`src/rtl/vec_pkg.sv`:
```
// Shared vector-datapath constants, store FSM state type and lane-search helper.
// Used by the vector store unit and the vector register file.
package vec_pkg;

  localparam int unsigned VREG_W     = 128;
  localparam int unsigned LANE_W     = 32;
  localparam int unsigned NUM_LANES  = 4;
  localparam int unsigned VREG_IDX_W = 4;
  localparam int unsigned LANE_IDX_W = 2;
  localparam int unsigned LANE_CNT_W = LANE_IDX_W + 1;

  typedef enum logic [1:0] {
    StIdle,
    StCapture,
    StWrite,
    StDone
  } store_state_e;

  // Lowest enabled lane at or above `from`; returns NUM_LANES when none remain.
  function automatic logic [LANE_CNT_W-1:0] find_lane(input logic [NUM_LANES-1:0] mask,
                                                      input logic [LANE_CNT_W-1:0] from);
    logic [LANE_CNT_W-1:0] res;
    res = LANE_CNT_W'(NUM_LANES);
    for (int i = int'(NUM_LANES) - 1; i >= 0; i--) begin
      if (mask[i] && (i >= int'(from))) res = LANE_CNT_W'(i);
    end
    return res;
  endfunction

endpackage

```
`src/rtl/vec_store_unit_if.sv`:
```
// Memory write-port bundle: the store unit is the master, data memory the slave.
interface vec_store_unit_if #(
  parameter int unsigned ADDR_W = 32
) ();
  import vec_pkg::*;

  logic                mem_write_en;
  logic [ADDR_W-1:0]   mem_addr;
  logic [LANE_W-1:0]   mem_write_data;
  logic                mem_ready;

  modport master (
    output mem_write_en,
    output mem_addr,
    output mem_write_data,
    input  mem_ready
  );

  modport slave (
    input  mem_write_en,
    input  mem_addr,
    input  mem_write_data,
    output mem_ready
  );

endinterface

```
`src/rtl/vec_lane_select.sv`:
```
// Combinational 128-to-32 lane mux; lane 0 is bits [31:0].
module vec_lane_select
  import vec_pkg::*;
(
  input  logic [VREG_W-1:0]     vreg_i,
  input  logic [LANE_IDX_W-1:0] lane_i,
  output logic [LANE_W-1:0]     lane_o
);

  always_comb begin
    lane_o = vreg_i[31:0];
    unique case (lane_i)
      2'd0: lane_o = vreg_i[31:0];
      2'd1: lane_o = vreg_i[63:32];
      2'd2: lane_o = vreg_i[95:64];
      2'd3: lane_o = vreg_i[127:96];
      default: lane_o = vreg_i[31:0];
    endcase
  end

endmodule

```
`src/rtl/vec_store_unit.sv`:
```
// Vector store unit: snapshots one vector register and writes it out as 32-bit beats.
// Optional macro VEC_STORE_LANE_MASK_EN adds lane_mask_i to skip disabled lanes.
module vec_store_unit
  import vec_pkg::*;
#(
  parameter int unsigned ADDR_W      = 32,
  parameter int unsigned LANE_STRIDE = 4
) (
  input  logic                  clk_i,
  input  logic                  rst_ni,
  input  logic                  start_i,
  input  logic [VREG_IDX_W-1:0] reg_idx_i,
  input  logic [ADDR_W-1:0]     base_addr_i,
`ifdef VEC_STORE_LANE_MASK_EN
  input  logic [NUM_LANES-1:0]  lane_mask_i,
`endif
  output logic                  busy_o,
  output logic                  done_o,
  output logic [VREG_IDX_W-1:0] rf_read_addr_o,
  input  logic [VREG_W-1:0]     rf_read_data_i,
  vec_store_unit_if.master      mem
);

  store_state_e              state_q;
  logic                      busy_q, done_q, wen_q;
  logic [VREG_IDX_W-1:0]     idx_q;
  logic [ADDR_W-1:0]         base_q, addr_q;
  logic [VREG_W-1:0]         buf_q;
  logic [LANE_IDX_W-1:0]     lane_q;
  logic [NUM_LANES-1:0]      mask_val;
  logic [LANE_CNT_W-1:0]     first_lane, next_lane;

`ifdef VEC_STORE_LANE_MASK_EN
  logic [NUM_LANES-1:0] mask_q;
  assign mask_val = mask_q;
`else
  assign mask_val = '1;
`endif

  assign first_lane = find_lane(mask_val, '0);
  assign next_lane  = find_lane(mask_val, {1'b0, lane_q} + LANE_CNT_W'(1));

  function automatic logic [ADDR_W-1:0] lane_addr(input logic [ADDR_W-1:0]     base,
                                                  input logic [LANE_IDX_W-1:0] lane);
    return base + ADDR_W'(lane) * ADDR_W'(LANE_STRIDE);
  endfunction

  always_ff @(posedge clk_i or negedge rst_ni) begin
    if (!rst_ni) begin
      state_q <= StIdle;
      busy_q  <= 1'b0;
      done_q  <= 1'b0;
      wen_q   <= 1'b0;
      idx_q   <= '0;
      base_q  <= '0;
      addr_q  <= '0;
      buf_q   <= '0;
      lane_q  <= '0;
`ifdef VEC_STORE_LANE_MASK_EN
      mask_q  <= '0;
`endif
    end else begin
      done_q <= 1'b0;
      unique case (state_q)
        StIdle: begin
          if (start_i) begin
            idx_q   <= reg_idx_i;
            base_q  <= base_addr_i;
            lane_q  <= '0;
            busy_q  <= 1'b1;
            state_q <= StCapture;
`ifdef VEC_STORE_LANE_MASK_EN
            mask_q  <= lane_mask_i;
`endif
          end
        end
        StCapture: begin
          buf_q <= rf_read_data_i;
          // An all-zero mask finds no lane and skips straight to completion.
          if (first_lane[LANE_IDX_W]) begin
            done_q  <= 1'b1;
            state_q <= StDone;
          end else begin
            lane_q  <= first_lane[LANE_IDX_W-1:0];
            addr_q  <= lane_addr(base_q, first_lane[LANE_IDX_W-1:0]);
            wen_q   <= 1'b1;
            state_q <= StWrite;
          end
        end
        StWrite: begin
          if (mem.mem_ready) begin
            if (next_lane[LANE_IDX_W]) begin
              wen_q   <= 1'b0;
              done_q  <= 1'b1;
              state_q <= StDone;
            end else begin
              lane_q  <= next_lane[LANE_IDX_W-1:0];
              addr_q  <= lane_addr(base_q, next_lane[LANE_IDX_W-1:0]);
            end
          end
        end
        StDone: begin
          busy_q  <= 1'b0;
          state_q <= StIdle;
        end
        default: state_q <= StIdle;
      endcase
    end
  end

  vec_lane_select u_lane_select (
    .vreg_i (buf_q),
    .lane_i (lane_q),
    .lane_o (mem.mem_write_data)
  );

  assign busy_o           = busy_q;
  assign done_o           = done_q;
  assign rf_read_addr_o   = idx_q;
  assign mem.mem_write_en = wen_q;
  assign mem.mem_addr     = addr_q;

endmodule

```
`src/flat_wrapper.sv`:
```
// flat-port wrapper written by rule: the top's interface ports become plain ports
module vec_store_unit_flat import vec_pkg::*;
#(
  parameter int unsigned ADDR_W      = 32,
  parameter int unsigned LANE_STRIDE = 4
)
  (clk_i, rst_ni, start_i, reg_idx_i, base_addr_i, busy_o, done_o, rf_read_addr_o, rf_read_data_i, mem_mem_write_en, mem_mem_addr, mem_mem_write_data, mem_mem_ready);
  vec_store_unit_if #(.ADDR_W(ADDR_W)) mem_i ();
  input  logic clk_i;
  input  logic rst_ni;
  input  logic start_i;
  input  logic [VREG_IDX_W-1:0] reg_idx_i;
  input  logic [ADDR_W-1:0] base_addr_i;
  output logic busy_o;
  output logic done_o;
  output logic [VREG_IDX_W-1:0] rf_read_addr_o;
  input  logic [VREG_W-1:0] rf_read_data_i;
  output wire logic [$bits(mem_i.mem_write_en)-1:0] mem_mem_write_en;
  output wire logic [$bits(mem_i.mem_addr)-1:0] mem_mem_addr;
  output wire logic [$bits(mem_i.mem_write_data)-1:0] mem_mem_write_data;
  input wire logic [$bits(mem_i.mem_ready)-1:0] mem_mem_ready;
  assign mem_mem_write_en = mem_i.mem_write_en;
  assign mem_mem_addr = mem_i.mem_addr;
  assign mem_mem_write_data = mem_i.mem_write_data;
  assign mem_i.mem_ready = mem_mem_ready;
  vec_store_unit #(.ADDR_W(ADDR_W), .LANE_STRIDE(LANE_STRIDE)) u_core (.clk_i(clk_i), .rst_ni(rst_ni), .start_i(start_i), .reg_idx_i(reg_idx_i), .base_addr_i(base_addr_i), .busy_o(busy_o), .done_o(done_o), .rf_read_addr_o(rf_read_addr_o), .rf_read_data_i(rf_read_data_i), .mem(mem_i));
endmodule
```
`config.mk`:
```
export PLATFORM = sky130hd
export DESIGN_NAME = vec_store_unit_flat
export DESIGN_NICKNAME = d
export VERILOG_FILES = /design/src/rtl/vec_pkg.sv /design/src/rtl/vec_store_unit_if.sv /design/src/rtl/vec_lane_select.sv /design/src/rtl/vec_store_unit.sv /design/src/flat_wrapper.sv
export SDC_FILE = /design/constraint.sdc
export NUM_CORES = 1
export LEC_CHECK = 0
export ABC_AREA = 1
export CORE_AREA = 2 2 134 168
export DETAILED_ROUTE_END_ITERATION = 8
export DIE_AREA = 0 0 136 170
export PLACE_DENSITY_LB_ADDON = 0.12
export SETUP_SLACK_MARGIN = 0.02
export SYNTH_ARGS = -nofsm -noshare
export SYNTH_HDL_FRONTEND = slang
export SYNTH_SLANG_ARGS = --single-unit
```
`constraint.sdc`:
```
create_clock -name clk_i -period 2.2 [get_ports clk_i]
set_input_delay 0.33 -clock clk_i [delete_from_list [all_inputs] [get_ports clk_i]]
set_output_delay 0.33 -clock clk_i [all_outputs]
set_load 0.05 [all_outputs]
```
Yosys cells after proc, flatten, opt, wreduce, memory -nomap -nowiden. Index checks and enable logic that the tools add are counted.

$add $sub $neg: 2. $lt $le $gt $ge: 4. Eq/ne operators: 10. Multiplexer cells: 24. Reductions and logical operators: 11.

Operator list (count): one-hot mux 32 bit (4 select lines) (1); 2-to-1 mux 32 bit (2); one-hot mux 32 bit (2 select lines) (1); adder 32 x 4 -> 32 bit (1); 2-to-1 mux 2 bit (6); 2-to-1 mux 3 bit (4); AND reduction 3 bit (3); equality test 2 bit (second input constant) (4); one-hot mux 2 bit (4 select lines) (1); greater-or-equal comparator 1 x 3 -> 1 bit (first input constant) (2); greater-or-equal comparator 2 x 3 -> 1 bit (first input constant) (2); 2-to-1 mux 1 bit (6); != test 2 bit (second input constant) (3); one-hot mux 2 bit (3 select lines) (1); equality test 2 x 1 -> 1 bit (second input constant) (2); zero test 2 bit (2); one-hot mux 1 bit (2 select lines) (2); AND reduction 2 bit (2); AND reduction 4 bit (1); nonzero test 2 bit (2); adder 2 x 1 -> 3 bit (second input constant) (1); nonzero test 3 bit (1); != test 2 x 1 -> 1 bit (second input constant) (1).

Flip-flop bits (word level): 203. Input port bits: 168.

Logic depth before layout (Yosys ltp).
Depth in word-level cells: 10. Gate-level depth with buffers: 12. Depth with buffers taken out: 12.

Hierarchy. Synthesis repeated with hierarchy kept, for this count alone.

Cells, all modules: 1207. Area, all modules: 9660.5 µm².

Modules (own cells, without submodules): vec_store_unit (times used 1, cells an instance 1021, area each 8582.0 µm², sequential area each 5079.9 µm²); vec_lane_select (times used 1, cells an instance 186, area each 1078.5 µm², sequential area each 0.0 µm²).

Worst setup path after synthesis. OpenSTA, ideal clock, no wires.

Kind: register to output. From: register u_core.lane_q[0]. To: output mem_mem_write_data[0]. Arrival: 2027 ps. Data required time: 1870 ps. Setup slack: -157 ps. Cell stages (with the launch flop): 7. Path buffers: 2. Cells stage by stage: dfrtp_1 > inv_1 > ha_1 > clkbuf_1 > buf_1 > a211oi_1 > a21oi_1.

Word-level cells in the longest chain between the ends: 2. Elaborated cells on any way between the ends: 5. Those cells by class: eq/ne (3); mux (1); reduce/logical (1).

RTL lines: start: declaration (RTL line vec_store_unit.sv:29) `logic [LANE_IDX_W-1:0] lane_q;`; start signal: assignment (RTL line vec_store_unit.sv:84) `lane_q <= first_lane[LANE_IDX_W-1:0];`; start signal: assignment (RTL line vec_store_unit.sv:97) `lane_q <= next_lane[LANE_IDX_W-1:0];`; equality test 2 bit (tied with other cells) (RTL line vec_lane_select.sv:12) `unique case (lane_i)`; one-hot mux 32 bit (4 select lines) (*) (RTL line vec_lane_select.sv:12); end: declaration (RTL line flat_wrapper.sv:20) `output wire logic [$bits(mem_i.mem_write_data)-1:0] mem_mem_write_data;`.

Every way passes the cells marked *; elsewhere a longest branch is shown, timed or not.

Worst setup path in the final report.
From: register u_core.lane_q[1]. To: output mem_mem_write_data[28].

The elaborated chain is that of the path after synthesis.

==> flow_metrics.env <==
export IMPL_initialDrtViolationCount=413
export IMPL_synth_cell_types=37
export IMPL_place_ws_ns=0.0425
export IMPL_path_class="flip-flop to primary output"
export IMPL_clk_pin_slew_ns=0.07
export IMPL_cp_cell_sequence="ha_4 -> clkinv_8 -> clkbuf_16 -> o22ai_4 -> a211oi_2 -> a21oi_4 -> buf_12"
export IMPL_max_freq_mhz=422
export IMPL_whs_ns=0.320
export IMPL_drt_pass1_iter_count=5
export IMPL_postRouteAntennaNets=0
export IMPL_drive_above_1_share=0.216
export IMPL_syn_area_um2=9540
export IMPL_power_uw=23600
export IMPL_grt_total_usage=0.248
export IMPL_ys_seq_area_frac=0.533
export IMPL_dp_hpwl_um=18900
export IMPL_worst_skew_pair_late_latency_ns=0.50
export IMPL_vdd_drop_max_uv=996
export IMPL_io_pins=239
export IMPL_fillers=1705
export IMPL_drc=0
export IMPL_busiest_layer="met2"
export IMPL_cts_tree="done"
export IMPL_cts_root_buf="clkbuf_16"
export IMPL_antenna_found_initial=1
export IMPL_worst_pin_slew_ns=0.547
export IMPL_min_period_ns=2.37
export IMPL_hold_path_class="input pin to asynchronous set/reset pin"
export IMPL_crit_required_ns=1.87
export IMPL_startpoint_type="flip-flop"
export IMPL_cts_buffer_depth=3
export IMPL_grt_util_met2=0.431
export IMPL_finClkSkew_ns=0.00888
export IMPL_switching_share=0.445
export IMPL_status="complete, but fails checks"
export IMPL_netlist_instances=1097
export IMPL_gp_congestion=0.907
export IMPL_nets=1529
export IMPL_post_route_util=0.680
export IMPL_internal_power_uw=13100
export IMPL_worstPathArrival_ns=2.04
export IMPL_seqPwrFrac=0.282
export IMPL_endpoint_kind="primary output"
export IMPL_core_um2=21500
export IMPL_wl_per_cell_um=18.2
export IMPL_combPwrFrac=0.568
export IMPL_grt_pass1_wl_um=45000
export IMPL_die_x_um=136
export IMPL_yosysWarnings=0
export IMPL_num_vias=8459
export IMPL_crit_buf_inv=3
export IMPL_n_antenna_cell=0
export IMPL_switchingPower_uw=10500
export IMPL_syn_avg_cell_area_um2=8.69
export IMPL_use_met1=0.313
export IMPL_finalHoldViolCount=0
export IMPL_cpMaxStageDelayCell="dfrtp_2"
export IMPL_critPathMaxFanout=8
export IMPL_grt_ovfl_total=0
export IMPL_final_cell_mix="302 x nand2_1, 205 x clkdlybuf4s50_1, 201 x dfrtp_1"
export IMPL_start_util=0.444
export IMPL_cts_buffers=21
export IMPL_setup_ws_ns=-0.171
export IMPL_p_leak_uw=0.00624
export IMPL_max_slew_margin_rel=0.634
export IMPL_met3_usage=0.0462
export IMPL_port_buffers=238
export IMPL_final_common_cell="nand2_1"
export IMPL_routed_wl_um=30000
export IMPL_final_max_slew_viol_count=0
export IMPL_grt_max_degree=118
export IMPL_powerDensity_nw_per_um2=1620
export IMPL_die_h_um=170
export IMPL_rsz0062_at_grt="yes"
export IMPL_die_area_um2=23100
export IMPL_cap_violations=0
export IMPL_clock_sinks=203
export IMPL_post_route_period_util=1.08
export IMPL_clockPowerShare=0.149
export IMPL_viasPerCell=5.15
export IMPL_ys_ff_latch=203
export IMPL_area_growth_pct=53.0
export IMPL_crit_path_max_incr_delay_ns=0.45
export IMPL_grt_pass1_vias=8503
export IMPL_violations="setup timing"
export IMPL_row_count=60
export IMPL_htree_levels=1
export IMPL_crit_family="flip-flops"
export IMPL_finalSetupViolCount=32
export IMPL_syn_nets=1276
[cell families after synthesis]
family          share of synthesized area
compound gates                      0.135
xor+xnor                          0.00551
fa+ha+maj                          0.0152
buf+inv                            0.0812
flops                               0.533
mux                                0.0378
simple gates                        0.193
[cell usage after synthesis, drive strengths merged]
library cell  instances  share of area
clkbuf               30          0.012
nor3                  5         0.0043
clkinv                1        0.00039
dfrtp               203           0.53
inv                 136          0.054
o22ai                32          0.021
or2                   1        0.00066
xnor2                 2         0.0018
buf                  25          0.015
a211oi               32          0.025
o211ai                1        0.00079
a21oi                34          0.018
mux2                 32          0.038
nand3                52          0.030
o21ai               122          0.064
fa                    1         0.0021
nor2                 45          0.026
ha                   10          0.013
a22oi                 1        0.00079
a31oi                 2         0.0013
o21bai                5         0.0039
xor2                  4         0.0037
nand2               313           0.13
nand4                 8         0.0052
[registers in the layout, indices dropped and copies added (netlist names)]
signal	flops
u_core.state_q	2
u_core.buf_q	128
u_core.mem.mem_addr	32
u_core.rf_read_addr_o	4
u_core.mem.mem_write_en	1
u_core.base_q	32
u_core.done_o	1
u_core.busy_o	1
u_core.lane_q	2
[timing repair]
action	in CTS	in global routing
cloned	7	4
gates resized for setup	94	57
pin swaps	13	20
buffers inserted	6	5
hold buffers	1	0
endpoints found under the hold margin	35	0
endpoints found under the setup margin	32	53
[routing by layer]
layer  share of wire  wire, um
met2            0.51     15200
met4           0.035      1040
met3           0.063      1880
met1            0.39     11800
met5         0.00030         9
[power by group through the flow]
stage | combinational, uW | sequential [uW] | clock [uW]
floorplan | 6070 | 7390 | 0
global placement | 11500 | 6520 | 0
detailed placement | 11600 | 6560 | 0
CTS | 12700 | 6600 | 3610
global route | 14300 | 6860 | 3770
finish | 13400 | 6660 | 3530
[path summary, 6_finish.rpt]
check                                                      from                                    to  slack (ns)  depth (start not counted)
setup reg to reg                   u_core.lane_q[1]$_DFFE_PN0P_   u_core.mem.mem_addr[26]$_DFFE_PN0P_        0.06                         11
hold reg to reg            u_core.rf_read_addr_o[1]$_DFFE_PN0P_  u_core.rf_read_addr_o[1]$_DFFE_PN0P_        0.48                          2
setup / recovery                   u_core.lane_q[1]$_DFFE_PN0P_                mem_mem_write_data[28]       -0.17                          7
hold / removal                                           rst_ni          u_core.buf_q[78]$_DFFE_PN0N_        0.32                          2
min in group clk_i                               base_addr_i[4]          u_core.base_q[4]$_DFFE_PN0P_        0.37                          3
max in group asynchronous                                rst_ni          u_core.lane_q[0]$_DFFE_PN0P_        1.21                          3
[area by class of cell]
cell class,count,area (um2),share of cell area
sequential,203,5080,0.348
multi-input combinational,702,4560,0.312
timing repair buffer,285,3400,0.233
clock buffer,26,564,0.0387
inverter,137,534,0.0366
tap,279,349,0.0239
clock inverter,11,109,0.00746
[through the flow]
stage | area, um2 | setup TNS [ns] | instances
2_1_floorplan | 9650 | -0.195 | 1097
3_3_place_gp | 12800 | 0 | 1584
3_5_place_dp | 12800 | 0 | 1584
4_1_cts | 14100 | -5.49 | 1635
5_1_grt | 14600 | -6.70 | 1643
6_report | 14600 | -3.69 | 1643
Note: power is estimated with default switching activity, not from simulation.
